$ cat src/rtl/k005297_pkg.sv
// Shared types for the K005297 bubble command arbiter.
package k005297_pkg;

  typedef enum logic [2:0] {
    IDLE    = 3'd0,
    GRANT   = 3'd1,
    ISSUE   = 3'd2,
    BUSY    = 3'd3,
    DONE    = 3'd4,
    ERR     = 3'd5,
    ERRDONE = 3'd6
  } arb_state_t;

  localparam logic REQ_HOST = 1'b0;
  localparam logic REQ_BOOT = 1'b1;

  function automatic logic [1:0] onehot2(input logic id);
    return (id == REQ_BOOT) ? 2'b10 : 2'b01;
  endfunction

endpackage

$ cat src/rtl/k005297_rr_pick.sv
// Two-way round-robin picker: a lone requester wins, a tie goes to the one that did not win last.
module k005297_rr_pick
  import k005297_pkg::*;
(
  input  logic [1:0] i_req,
  input  logic       i_last,
  output logic       o_valid,
  output logic       o_id
);

  assign o_valid = |i_req;
  assign o_id    = (&i_req) ? ~i_last : i_req[REQ_BOOT];

endmodule

$ cat src/rtl/k005297_cmd_arbiter.sv
// Arbitrates the K005297 bubble R/W command register between host (0) and boot (1) ports.
// Optional watchdog on ISSUE/BUSY enabled with `define K005297_ARB_WATCHDOG_EN.
//
//  state   | meaning
//  --------+-------------------------------------------------
//  IDLE    | no owner, waiting for any request
//  GRANT   | o_ACK pulse to the winner, operands latched
//  ISSUE   | RDREQ/WRREQ driven until the FSM clears CMDREG
//  BUSY    | waiting for a rising edge of i_OP_DONE
//  DONE    | o_DONE pulse to the owner
//  ERR     | system error (or timeout), requests forced low
//  ERRDONE | o_DONE pulse to the owner with o_ERR high
module k005297_cmd_arbiter
  import k005297_pkg::*;
#(
  parameter int PAGE_W    = 12,
  parameter int TIMEOUT_W = 16
) (
  input  logic                i_MCLK,
  input  logic                i_RST_n,
  input  logic                i_CLK2M_PCEN_n,
  input  logic [1:0]          i_REQ,
  input  logic [1:0]          i_REQ_WR,
  input  logic [2*PAGE_W-1:0] i_REQ_PAGE,
  output logic [1:0]          o_ACK,
  output logic [1:0]          o_DONE,
  output logic                o_ERR,
  output logic                o_BUSY,
  output logic                o_GRANT_ID,
  output logic [PAGE_W-1:0]   o_PAGE,
  output logic                o_CMDREG_RDREQ,
  output logic                o_CMDREG_WRREQ,
  input  logic                i_CMDREG_RST_n,
  input  logic                i_OP_DONE,
  input  logic                i_SYS_ERR_FLAG
);

  arb_state_t r_state;
  logic       r_rr_last;
  logic       r_wr;
  logic       r_op_done_q;

  logic              w_valid;
  logic              w_id;
  logic [PAGE_W-1:0] w_page;
  logic              w_op_done_rise;
  logic              w_wd_tc;
  logic              w_en;

  assign w_en           = ~i_CLK2M_PCEN_n;
  assign w_page         = w_id ? i_REQ_PAGE[2*PAGE_W-1:PAGE_W] : i_REQ_PAGE[PAGE_W-1:0];
  assign w_op_done_rise = i_OP_DONE & ~r_op_done_q;

  k005297_rr_pick u_pick (
    .i_req   (i_REQ),
    .i_last  (r_rr_last),
    .o_valid (w_valid),
    .o_id    (w_id)
  );

`ifdef K005297_ARB_WATCHDOG_EN
  logic [TIMEOUT_W-1:0] r_wd_cnt;
  logic [TIMEOUT_W-1:0] w_wd_next;

  assign w_wd_next = r_wd_cnt + 1'b1;
  // Expires on the cycle whose increment would reach the terminal count.
  assign w_wd_tc   = ((r_state == ISSUE) || (r_state == BUSY)) && (w_wd_next == '1);

  always_ff @(posedge i_MCLK or negedge i_RST_n) begin
    if (!i_RST_n) begin
      r_wd_cnt <= '0;
    end else if (w_en) begin
      if (r_state == GRANT) begin
        r_wd_cnt <= '0;
      end else if ((r_state == ISSUE) || (r_state == BUSY)) begin
        r_wd_cnt <= w_wd_next;
      end
    end
  end
`else
  assign w_wd_tc = 1'b0;
`endif

  always_ff @(posedge i_MCLK or negedge i_RST_n) begin
    if (!i_RST_n) begin
      r_state        <= IDLE;
      r_rr_last      <= REQ_BOOT;
      r_wr           <= 1'b0;
      r_op_done_q    <= 1'b0;
      o_ACK          <= 2'b00;
      o_DONE         <= 2'b00;
      o_ERR          <= 1'b0;
      o_BUSY         <= 1'b0;
      o_GRANT_ID     <= 1'b0;
      o_PAGE         <= '0;
      o_CMDREG_RDREQ <= 1'b0;
      o_CMDREG_WRREQ <= 1'b0;
    end else if (w_en) begin
      r_op_done_q <= i_OP_DONE;
      o_ACK       <= 2'b00;
      o_DONE      <= 2'b00;
      case (r_state)
        IDLE: begin
          if (w_valid) begin
            r_state    <= GRANT;
            o_ACK      <= onehot2(w_id);
            o_BUSY     <= 1'b1;
            o_GRANT_ID <= w_id;
            o_PAGE     <= w_page;
            r_wr       <= i_REQ_WR[w_id];
          end
        end
        GRANT: begin
          r_state        <= ISSUE;
          o_CMDREG_RDREQ <= ~r_wr;
          o_CMDREG_WRREQ <= r_wr;
        end
        ISSUE: begin
          // Error beats a simultaneous CMDREG clear strobe.
          if (i_SYS_ERR_FLAG || w_wd_tc) begin
            r_state        <= ERR;
            o_ERR          <= 1'b1;
            o_CMDREG_RDREQ <= 1'b0;
            o_CMDREG_WRREQ <= 1'b0;
          end else if (!i_CMDREG_RST_n) begin
            r_state        <= BUSY;
            o_CMDREG_RDREQ <= 1'b0;
            o_CMDREG_WRREQ <= 1'b0;
          end
        end
        BUSY: begin
          if (i_SYS_ERR_FLAG) begin
            r_state <= ERR;
            o_ERR   <= 1'b1;
          end else if (w_op_done_rise) begin
            r_state <= DONE;
            o_DONE  <= onehot2(o_GRANT_ID);
          end else if (w_wd_tc) begin
            r_state <= ERR;
            o_ERR   <= 1'b1;
          end
        end
        DONE: begin
          r_state   <= IDLE;
          r_rr_last <= o_GRANT_ID;
          o_BUSY    <= 1'b0;
        end
        ERR: begin
          if (!i_SYS_ERR_FLAG) begin
            r_state <= ERRDONE;
            o_DONE  <= onehot2(o_GRANT_ID);
          end
        end
        ERRDONE: begin
          r_state   <= IDLE;
          r_rr_last <= o_GRANT_ID;
          o_ERR     <= 1'b0;
          o_BUSY    <= 1'b0;
        end
        default: begin
          r_state        <= IDLE;
          o_ERR          <= 1'b0;
          o_BUSY         <= 1'b0;
          o_CMDREG_RDREQ <= 1'b0;
          o_CMDREG_WRREQ <= 1'b0;
        end
      endcase
    end
  end

endmodule

$ cat config.mk
export PLATFORM = sky130hd
export DESIGN_NAME = k005297_cmd_arbiter
export DESIGN_NICKNAME = d
export VERILOG_FILES = /design/src/rtl/k005297_pkg.sv /design/src/rtl/k005297_rr_pick.sv /design/src/rtl/k005297_cmd_arbiter.sv
export SDC_FILE = /design/constraint.sdc
export NUM_CORES = 1
export LEC_CHECK = 0
export ABC_AREA = 1
export CORE_UTILIZATION = 47
export DETAILED_ROUTE_END_ITERATION = 8
export PLACE_DENSITY = 0.85
export SYNTH_ARGS = -nofsm -noshare
export SYNTH_HDL_FRONTEND = slang
export SYNTH_SLANG_ARGS = --single-unit
$ cat constraint.sdc
create_clock -name i_MCLK -period 4.28 [get_ports i_MCLK]
set_clock_uncertainty 0.1 [all_clocks]
set_input_delay 0.428 -clock i_MCLK [delete_from_list [all_inputs] [get_ports i_MCLK]]
set_output_delay 0.428 -clock i_MCLK [all_outputs]
set_load 0.01 [all_outputs]
==> results.py <==
metrics = {
    "worst_setup_path": {
        "worst-path-max-fanout": 15,
        "r2r_end": "r_wr",
        "end_kind": "flip-flop",
        "worst_ep_arrival_time_ns": 2.04,
        "crit_type": "in2reg",
        "r2r_start": "r_rr_last",
        "start_kind": "input port",
        "rr_worst_depth": 7,
        "required_ns": 4.36,
        "reg2reg_slack_ns": 2.38,
    },
    "global_routing": {
        "globalRouteTotalUtil": 0.2252,
        "grt_pass1_wl_um": 5713,
        "grt_pass1_vias": 1371,
        "grt_max_degree": 28,
        "overflow": 0,
        "antenna_found_initial": 0,
    },
    "run_status": {
        "outcome": "complete, but fails checks",
        "violations": "design-rule violations",
    },
    "timing": {
        "period_needed_ns": 1.963,
        "final.setup.worst_slack_ns": 2.317,
        "finalCritPeriodShare": 0.4587,
        "max_slew_margin": 0.5675,
        "drv_slew": 0,
        "fmax_mhz": 509.4,
        "hold_viol": 0,
        "setup_viol": 0,
        "tns_ns": 0,
        "rsz0062_at_grt": "no",
        "fin_hold_ws_ns": 0.3646,
        "worst_pin_slew_ns": 0.6466,
    },
    "placement": {
        "gp_congestion": 0.8495,
        "dp_slack_ns": 1.974,
        "detailed_place_hpwl_um": 2408,
        "dpl_cell_area_sq_mm": 0.001966,
        "portBuffers": 54,
    },
    "pwr": {
        "ir_drop_mv": 0.2743,
        "total_power_uw": 1044,
        "powerDensity_mw_per_mm2": 523.9,
        "p_leak_uw": 0.001012,
    },
    "layout": {
        "n_antenna_cell": 0,
        "drive_gt1_frac": 0.04314,
        "area_delta_synth_final_pct": 40.14,
        "nets": 290,
        "final_cell_area_sq_mm": 0.001992,
        "fillers": 234,
    },
    "cts": {
        "htreeDepth": 1,
        "clock_latency_ns": 0.31,
        "numClockSinks": 27,
        "ctsHoldBuffers": 0,
        "postCtsSetupRepairBufs": 0,
        "ctsResizeCount": 0,
        "cts_tree": "yes",
        "clockBufferDepth": 2,
        "cts_root_buffer": "clkbuf_4",
        "cts_buffers": 3,
        "clkTransAtPathRegs_ns": 0.14,
    },
    "routing": {
        "vias_per_cell": 4.913,
        "wirelength_um": 3188,
        "postRouteAntennaNets": 0,
        "drc": 8,
        "wire_per_inst_um": 11.15,
        "firstDrtPassIters": 7,
        "vias": 1405,
        "drt_iter0_drc": 65,
    },
    "die": {
        "die_area_sq_mm": 0.003248,
        "die_h_um": 56.99,
        "num_io_pins": 55,
        "start_util": 0.5067,
        "die_w_um": 56.99,
        "row_count": 19,
        "fp.coreArea_sq_mm": 0.002805,
    },
    "synth": {
        "synth-xor-area-share": 0,
        "syn_area_sq_mm": 0.001421,
        "syn-instance-count": 201,
        "yosys.area_share.simple": 0.4155,
        "synth-edff-count": 0,
        "synth-compound-area-share": 0.03961,
        "synth_warnings": 0,
        "synth_top_family_by_area": "simple AND/OR/NAND/NOR gates",
        "synthMuxAreaShare": 0,
        "synthArstFlopShare": 1.000,
        "synthAdderAreaFrac": 0,
        "syn-num-nets": 235,
        "ys_types": 20,
        "postSynthAreaPerCell_sq_um": 7.071,
        "synth_seq_cells": 27,
        "ys.flop_type": "dfrtp_1",
        "ys_seq_area_frac": 0.4762,
    },
    "worst_hold_path": {
        "hold_class": "in2async",
    },
    "job": {
        "maxCapViolations": 0,
    },
}
## state kept, by name, indices dropped and copies added, names as in the netlist
name and count:
o_ERR 1, o_PAGE 12, o_GRANT_ID 1, r_state 3
o_CMDREG_RDREQ 1, o_BUSY 1, r_op_done_q 1, o_DONE 2
o_ACK 2, o_CMDREG_WRREQ 1, r_wr 1, r_rr_last 1
## through the flow
step                instances    util
detailed placement        282  0.7007
floorplan                 201       -
global placement          282  0.7007
global route              286  0.7101
finish                    286  0.7101
CTS                       286  0.7101
## layout by cell type, fill, tap and decap left out
master / count
buf_4: 1
clkbuf_1: 1
clkbuf_4: 3
clkdlybuf4s50_1: 54
dfrtp_1: 26
dfstp_2: 1
inv_1: 12
inv_2: 1
inv_4: 1
nand2_1: 111
nand2_2: 1
nand3_1: 13
nand3_2: 1
nand4_1: 1
nor2_1: 13
nor2_4: 1
nor3_1: 2
nor3_4: 1
o21ai_0: 7
o21ai_1: 3
o22ai_1: 1
## synthesized netlist by cell type, types with 2 or more instances
cell type | count | share of area
nor3_1 | 2 | 0.0070
nand2_1 | 111 | 0.29
o21ai_0 | 7 | 0.025
nor2_1 | 13 | 0.034
inv_1 | 12 | 0.032
dfrtp_1 | 26 | 0.46
buf_6 | 3 | 0.024
o21ai_1 | 3 | 0.011
nand3_1 | 13 | 0.046
## how the worst max path moves through the flow
stage               slack, ns        from  cells past startpoint         to
floorplan                2.88  r_state[1]                      7  o_PAGE[1]
global placement         1.99    i_REQ[0]                      8       r_wr
detailed placement       1.97    i_REQ[0]                      8       r_wr
CTS                      2.31    i_REQ[0]                      8       r_wr
global route             2.18    i_REQ[0]                      8       r_wr
finish                   2.32    i_REQ[0]                      8       r_wr
## per-layer routing
| metal | vias up | track usage | part of all wire |
|---|---|---|---|
| met2 | 66 | 0.3899 | 0.46 |
| met5 | - | 0 | 0 |
| met4 | 0 | 0.06272 | 0.011 |
| met3 | 4 | 0.05669 | 0.091 |
| met1 | 607 | 0.2806 | 0.44 |
| li1 | 728 | - | - |
## critical path, cell delays in order
cell and delay (ns):
clkdlybuf4s50_1 0.49, nand2_1 0.06, nand2_1 0.36, inv_1 0.35, nand2_1 0.14, nand2_1 0.07, nand2_1 0.06, o21ai_0 0.08
## report_power, final
group,leakage (uW),switching (uW),internal (uW)
clock network,0.0000150,69.3,36.4
logic,0.000656,258,247
registers,0.000342,76.6,356
total,0.00101,404,639
## logic make-up (layout without fill, tap and decap cells)
| family | count (synthesis) | in the layout |
|---|---|---|
| AOI/OAI and AO/OA | 11 | 11 |
| buffers and inverters | 19 | 73 |
| DFF | 27 | 27 |
| and+or+nand+nor | 144 | 144 |
## final cells by class
cell class,count,area [sq um],share of cell area
flip-flops and latches,27,676.9,0.3398
clock buffers,4,26.28,0.01319
multi-input cells,155,646.9,0.3247
repair buffers,55,548.0,0.2751
well taps,31,38.79,0.01947
inverters,14,55.05,0.02764
(Power assumes the default switching activity.)
